===== config.mk =====
export PLATFORM = sky130hd
export DESIGN_NAME = mem_m_stream_ctrl
export DESIGN_NICKNAME = d
export VERILOG_FILES = /design/src/rtl/mem_ctrl_pkg.sv /design/src/rtl/mem_m_fifo.sv /design/src/rtl/mem_m_stream_ctrl.sv
export SDC_FILE = /design/constraint.sdc
export NUM_CORES = 1
export LEC_CHECK = 0
export ABC_AREA = 1
export CORE_ASPECT_RATIO = 1.25
export CORE_UTILIZATION = 33
export DETAILED_ROUTE_END_ITERATION = 10
export SLEW_MARGIN = 20
export SYNTH_ARGS = -nofsm -noshare
export SYNTH_HDL_FRONTEND = slang
export SYNTH_SLANG_ARGS = --single-unit

===== constraint.sdc =====
create_clock -name clk -period 2.9 [get_ports clk]
set_input_delay 0.58 -clock clk [delete_from_list [all_inputs] [get_ports clk]]
set_output_delay 0.58 -clock clk [all_outputs]
set_load 0.1 [all_outputs]

===== src/rtl/mem_ctrl_pkg.sv =====
// Shared constants and state encoding for the modulus ROM streaming path.
package mem_ctrl_pkg;

  typedef enum logic [1:0] {
    S_IDLE  = 2'd0,
    S_RUN   = 2'd1,
    S_DRAIN = 2'd2,
    S_DONE  = 2'd3
  } state_t;

  // ROM read latency: registered address + registered data
  localparam int ROM_LAT = 2;

  // Defaults shared with the ROM wrapper and the MonPro core
  localparam int MEM_WIDTH      = 32;
  localparam int MEM_ADDR_WIDTH = 7;
  localparam int MEM_NWORDS     = 128;
  localparam int MEM_FIFO_DEPTH = 4;

endpackage


===== src/rtl/mem_m_fifo.sv =====
// Small synchronous FIFO holding {last, idx, word} entries between ROM and stream port.
module mem_m_fifo #(
  parameter  int DW    = 40,
  parameter  int DEPTH = 4,
  localparam int PW    = (DEPTH > 1) ? $clog2(DEPTH) : 1,
  localparam int CW    = $clog2(DEPTH + 1)
) (
  input  logic          clk,
  input  logic          reset,
  input  logic          i_flush,
  input  logic          i_push,
  input  logic [DW-1:0] i_din,
  input  logic          i_pop,
  output logic [DW-1:0] o_dout,
  output logic          o_full,
  output logic          o_empty,
  output logic [CW-1:0] o_count
);

  logic [DW-1:0] r_mem [DEPTH];
  logic [PW-1:0] r_wr;
  logic [PW-1:0] r_rd;
  logic [CW-1:0] r_cnt;
  logic          w_push;
  logic          w_pop;

  // Pointer advance with explicit wrap so non-power-of-two depths work
  function automatic logic [PW-1:0] nxt_ptr(input logic [PW-1:0] p);
    return (p == PW'(DEPTH - 1)) ? '0 : p + PW'(1);
  endfunction

  assign o_full  = (r_cnt == CW'(DEPTH));
  assign o_empty = (r_cnt == '0);
  assign o_count = r_cnt;
  assign o_dout  = r_mem[r_rd];

  // A pop in the same cycle frees the slot, so push on full is accepted then
  assign w_pop  = i_pop & ~o_empty;
  assign w_push = i_push & (~o_full | w_pop);

  // Pointers and occupancy; flush empties the buffer in one cycle
  always_ff @(posedge clk or posedge reset) begin
    if (reset) begin
      r_wr  <= '0;
      r_rd  <= '0;
      r_cnt <= '0;
    end else if (i_flush) begin
      r_wr  <= '0;
      r_rd  <= '0;
      r_cnt <= '0;
    end else begin
      if (w_push) r_wr <= nxt_ptr(r_wr);
      if (w_pop)  r_rd <= nxt_ptr(r_rd);
      case ({w_push, w_pop})
        2'b10:   r_cnt <= r_cnt + CW'(1);
        2'b01:   r_cnt <= r_cnt - CW'(1);
        default: r_cnt <= r_cnt;
      endcase
    end
  end

  // Storage array; contents are don't-care while the entry is not occupied
  always_ff @(posedge clk) begin
    if (w_push && !i_flush) r_mem[r_wr] <= i_din;
  end

endmodule


===== src/rtl/mem_m_stream_ctrl.sv =====
// Walks the modulus ROM once per start and streams words in order over valid/ready.
// Reads are only issued when a FIFO slot is guaranteed for them, so backpressure
// never loses or reorders data.
module mem_m_stream_ctrl
  import mem_ctrl_pkg::*;
#(
  parameter int WIDTH      = MEM_WIDTH,
  parameter int ADDR_WIDTH = MEM_ADDR_WIDTH,
  parameter int NWORDS     = MEM_NWORDS,
  parameter int FIFO_DEPTH = MEM_FIFO_DEPTH
) (
  input  logic                  clk,
  input  logic                  reset,
  input  logic                  start,
  input  logic                  abort,
  output logic [ADDR_WIDTH-1:0] rom_addr,
  input  logic [WIDTH-1:0]      rom_data,
  output logic [WIDTH-1:0]      m_word,
  output logic [ADDR_WIDTH-1:0] m_idx,
  output logic                  m_last,
  output logic                  m_valid,
  input  logic                  m_ready,
  output logic                  busy,
  output logic                  done
);

  localparam int DW = WIDTH + ADDR_WIDTH + 1;
  localparam int CW = $clog2(FIFO_DEPTH + 1);
  localparam int OW = CW + 1;

  state_t r_state;
  state_t w_state_nxt;

  logic [ADDR_WIDTH-1:0]              r_cnt;
  logic [ROM_LAT:1]                   r_vld_pipe;
  logic [ROM_LAT:1]                   r_last_pipe;
  logic [ROM_LAT:1][ADDR_WIDTH-1:0]   r_idx_pipe;

  logic                  w_start;
  logic                  w_issue;
  logic                  w_cnt_last;
  logic                  w_flush;
  logic                  w_push;
  logic                  w_pop;
  logic                  w_full;
  logic                  w_empty;
  logic [CW-1:0]         w_count;
  logic [OW-1:0]         w_inflight;
  logic [OW-1:0]         w_occ;
  logic [DW-1:0]         w_din;
  logic [DW-1:0]         w_dout;
  logic                  w_head_last;
  logic [ADDR_WIDTH-1:0] w_head_idx;
  logic [WIDTH-1:0]      w_head_word;

  assign w_flush    = abort;
  assign w_start    = (r_state == S_IDLE) & start & ~abort;
  assign w_cnt_last = (r_cnt == ADDR_WIDTH'(NWORDS - 1));

  // Count reads still travelling through the ROM
  always_comb begin
    w_inflight = '0;
    for (int k = 1; k <= ROM_LAT; k++) w_inflight = w_inflight + OW'(r_vld_pipe[k]);
  end

  // Credit: every issued read already owns a FIFO slot when its data returns
  assign w_occ   = w_inflight + OW'(w_count);
  assign w_issue = (r_state == S_RUN) & ~abort & (w_occ < OW'(FIFO_DEPTH));

  // State register
  always_ff @(posedge clk or posedge reset) begin
    if (reset) r_state <= S_IDLE;
    else       r_state <= w_state_nxt;
  end

  // Next-state: abort always returns to IDLE and beats start
  always_comb begin
    w_state_nxt = r_state;
    case (r_state)
      S_IDLE:  if (w_start) w_state_nxt = S_RUN;
      S_RUN:   if (abort) w_state_nxt = S_IDLE;
               else if (w_issue && w_cnt_last) w_state_nxt = S_DRAIN;
      S_DRAIN: if (abort) w_state_nxt = S_IDLE;
               else if (w_pop && w_head_last) w_state_nxt = S_DONE;
      S_DONE:  w_state_nxt = S_IDLE;
      default: w_state_nxt = S_IDLE;
    endcase
  end

  // Issue counter doubles as the ROM address; holds at the last index, no wrap
  always_ff @(posedge clk or posedge reset) begin
    if (reset)                       r_cnt <= '0;
    else if (w_start)                r_cnt <= '0;
    else if (w_issue && !w_cnt_last) r_cnt <= r_cnt + ADDR_WIDTH'(1);
  end

  assign rom_addr = r_cnt;

  // Tag pipe mirrors the ROM latency; abort drops every outstanding tag
  always_ff @(posedge clk or posedge reset) begin
    if (reset) begin
      r_vld_pipe  <= '0;
      r_idx_pipe  <= '0;
      r_last_pipe <= '0;
    end else begin
      r_vld_pipe[1]  <= w_issue;
      r_idx_pipe[1]  <= r_cnt;
      r_last_pipe[1] <= w_cnt_last;
      for (int k = 2; k <= ROM_LAT; k++) begin
        r_vld_pipe[k]  <= r_vld_pipe[k-1];
        r_idx_pipe[k]  <= r_idx_pipe[k-1];
        r_last_pipe[k] <= r_last_pipe[k-1];
      end
      if (w_flush) r_vld_pipe <= '0;
    end
  end

  assign w_push = r_vld_pipe[ROM_LAT] & ~w_flush;
  assign w_din  = {r_last_pipe[ROM_LAT], r_idx_pipe[ROM_LAT], rom_data};
  assign w_pop  = m_valid & m_ready;

  mem_m_fifo #(
    .DW    (DW),
    .DEPTH (FIFO_DEPTH)
  ) u_fifo (
    .clk     (clk),
    .reset   (reset),
    .i_flush (w_flush),
    .i_push  (w_push),
    .i_din   (w_din),
    .i_pop   (w_pop),
    .o_dout  (w_dout),
    .o_full  (w_full),
    .o_empty (w_empty),
    .o_count (w_count)
  );

  assign {w_head_last, w_head_idx, w_head_word} = w_dout;

  // Stream port shows the FIFO head, zeroed while nothing is valid
  assign m_valid = ~w_empty;
  assign m_word  = m_valid ? w_head_word : '0;
  assign m_idx   = m_valid ? w_head_idx  : '0;
  assign m_last  = m_valid & w_head_last;

  assign busy = (r_state == S_RUN) | (r_state == S_DRAIN);
  assign done = (r_state == S_DONE);

endmodule


==> flow_metrics.tcl <==
set metrics [dict create \
    synth_fp_nets 688 \
    seqPwrFrac_pct 28.3 \
    wl_um 16240 \
    final.period_utilization_pct 94.99 \
    synth.area.top_cells "edfxtp_1 (62%), dfrtp_1 (11%), nor2_1 (8.1%)" \
    power_frac_comb_pct 51.8 \
    drv_cap 0 \
    root_buffer "clkbuf_16" \
    dp_cells 995 \
    netSwitchingPower_w 0.005448 \
    core_area_mm2 0.02304 \
    io_pins 87 \
    avgSynthCellArea_um2 12.20 \
    fp.dieArea_mm2 0.02421 \
    reg2reg_from "u_fifo.o_count[2]" \
    clockBufferDepth 2 \
    drt_first_pass_iters 4 \
    dr.max_layer_used "met4" \
    holdWs_ns 0.3489 \
    rsz0062_at_grt "no" \
    synth_warnings 0 \
    post_drt_wl_per_cell_um 15.81 \
    wl_met2_um 8702 \
    p_int_w 0.006323 \
    cp-end-kind "output port" \
    syn_area_mm2 0.007782 \
    clk_pin_slew_ns 0.07 \
    rows 62 \
    tightest_slew_ns 0.5492 \
    clock_sinks 194 \
    final_hold_viol_count 0 \
    first_global_vias 4956 \
    min_path_type "register to register" \
    powerDensity_mw_per_mm2 1173 \
    fin_setup_tns_ns 0 \
    post_cts_buffers 0 \
    crit_required_ns 2.32 \
    final_util_pct 43.55 \
    ys_ff_latch 194 \
    grt_pass1_wl_um 26090 \
    ys_types 32 \
    layout.cells.non_filler 1027 \
    met1_length_um 6699 \
    drive_above_1_share_pct 17.46 \
    fin_skew_ns 0.01223 \
    place_hpwl_um 10110 \
    gp_congestion 0.8024 \
    yosys.area.top_type "edfxtp_1" \
    remaining_drc_errors 0 \
    antenna_cells 0 \
    relSlewSlack_pct 63.39 \
    ant_nets 0 \
    cts_tree "done" \
    critPathMaxStageDelay_ns 0.43 \
    dr_wl_met3_um 601 \
    vias 4853 \
    leakage_nw 3.681 \
    cts_buffers 17 \
    cp_data_arrival_time_ns 2.17 \
    insertion_delay_ns 0.43 \
    start_util_pct 33.78 \
    synth-seq-area-share_pct 72.67 \
    swShare_pct 46.28 \
    track_usage_pct 14.15 \
    ir_drop_mv 1.075 \
    viasPerCell 4.725 \
    antenna_found_initial 0 \
    chipWidth_um 139.4 \
    crit_slowest_cell "dfrtp_2" \
    drtIter0Drc 341 \
    cts_htree_levels 4 \
    hold_start "r_idx_pipe[0]" \
    clkPwrFrac_pct 19.9 \
    grt_overflow 0 \
    drv_slew 0 \
    finalPower_w 0.01177 \
    fmax_mhz 363.0 \
    die_h_um 173.7 \
    setup_viol 0 \
    status "finished, final reports clean" \
    cp-startpoint "u_fifo.r_rd[0]" \
    fin_nets 776 \
    fin_crit_ns 2.755 \
    worstSetupPathType "register to output port" \
    yosysTopAreaCellShare_pct 61.74 \
    synthToLayoutAreaGrowth_pct 28.94 \
    worstPathMaxFanout 39 \
    path_cells "inv_4, buf_4, o21ai_0, a21oi_1, buf_12" \
    syn_inst 638 \
    grt_max_degree 51 \
    port_buffers 86 \
    cp-start-kind "register" \
]
sequential cells by signal, summed over array words and instances (netlist names):
signal / flops
u_fifo.o_count: 3
r_idx_pipe: 14
u_fifo.r_wr: 2
u_fifo.r_rd: 2
u_fifo.r_mem: 160
rom_addr: 7
r_last_pipe: 2
r_state: 2
r_vld_pipe: 2
Yosys cell counts:
master,count
nor2_1,167
clkbuf_1,15
nor3_1,2
a21oi_2,1
ha_1,12
o21ai_1,4
buf_6,3
nor2_2,1
nand4_1,2
o21ai_0,80
buf_4,1
xor2_1,1
nand2_1,42
nand3b_1,3
or2_2,2
nor2_4,4
dfrtp_1,34
a21oi_1,39
edfxtp_1,160
inv_2,2
nand3_1,15
a31oi_2,1
fa_1,1
o21a_1,1
o21ai_2,2
inv_1,22
xnor2_1,2
buf_1,1
nand3_2,2
buf_2,9
nand2_2,6
inv_4,1
power by group through the flow:
stage | Combinational [W] | Clock [W] | Sequential (W)
3_3_place_gp | 0.00612 | 0 | 0.00338
2_1_floorplan | 0.00395 | 0 | 0.00348
4_1_cts | 0.00616 | 0.00239 | 0.00333
3_5_place_dp | 0.00614 | 0 | 0.00339
6_report | 0.00610 | 0.00234 | 0.00333
5_1_grt | 0.00639 | 0.00251 | 0.00335
worst max-delay path, delay by kind of cell, from the launching register on:
kind	cells	cell delay, ns
buffers and inverters	3	0.85
AOI/OAI and AO/OA	2	0.46
DFF	1	0.43
worst paths after layout:
path                                     end  slack [ns]  cells after the start
min in group asynchronous      r_idx_pipe[3]        0.55                      3
max reg2reg                u_fifo.o_count[2]        1.04                      9
max                               m_word[17]        0.15                      5
min                            r_idx_pipe[7]        0.35                      0
min reg2reg                    r_idx_pipe[7]        0.35                      0
max in group asynchronous     u_fifo.r_rd[1]        2.01                      3
layer usage:
metal	track usage, %	vias to the layer above
met5	0	-
met4	5.880	0
met3	2.652	16
met2	25.02	91
met1	16.80	2355
li1	-	2391
layout make-up:
| cell class | instances | area (µm²) |
|---|---|---|
| clock buffer | 18 | 429.2 |
| clock inverter | 14 | 165.2 |
| fill | 2048 | 13010 |
| inverter | 25 | 98.84 |
| multi-input combinational | 390 | 1937 |
| sequential | 194 | 5660 |
| tap | 288 | 360.3 |
| timing repair buffer | 98 | 1384 |
cells in the final DEF (no fill, tap or decap), types with 2 or more instances in the layout:
cell / Yosys / routed
a21oi_1: 39 / 33
a21oi_2: 1 / 7
buf_12: 0 / 44
buf_4: 1 / 16
buf_6: 3 / 2
bufinv_16: 0 / 2
clkbuf_16: 0 / 17
clkdlybuf4s50_1: 0 / 36
dfrtp_1: 34 / 32
edfxtp_1: 160 / 160
ha_1: 12 / 12
inv_1: 22 / 20
inv_2: 2 / 3
inv_4: 1 / 2
inv_6: 0 / 7
inv_8: 0 / 2
nand2_1: 42 / 42
nand2_2: 6 / 6
nand3_1: 15 / 15
nand3_2: 2 / 2
nand3b_1: 3 / 3
nand4_1: 2 / 2
nor2_1: 167 / 163
nor2_4: 4 / 8
nor3_1: 2 / 2
o21ai_0: 80 / 80
o21ai_1: 4 / 4
o21ai_2: 2 / 2
or2_2: 2 / 2
xnor2_1: 2 / 2
metrics by stage:
| stage | instance area [µm²] | setup WS (ns) |
|---|---|---|
| final | 10030 | 0.1453 |
| after global routing | 10030 | 0.01813 |
| after CTS | 10020 | 0.05779 |
| after detailed placement | 9428 | 0.2023 |
| after global placement | 9428 | 0.2671 |
| after floorplan | 7815 | -0.4222 |
cell families (layout without fill, tap and decap cells):
| logic type | count (synthesis) | after routing | synth area share (%) |
|---|---|---|---|
| simple gates | 246 | 246 | 13.18 |
| flops | 194 | 194 | 72.67 |
| compound gates | 128 | 128 | 8.505 |
| buf+inv | 54 | 155 | 3.119 |
| fa+ha+maj | 13 | 13 | 2.186 |
| xor+xnor | 3 | 3 | 0.3377 |
what timing repair did:
| action | 4_1_cts | 5_1_grt |
|---|---|---|
| resized for setup | 1 | 3 |
| hold buffers | 0 | 0 |
| endpoints found under the hold margin | 0 | 0 |
| setup endpoints to repair | 2 | 7 |
(Power assumes the default switching activity.)
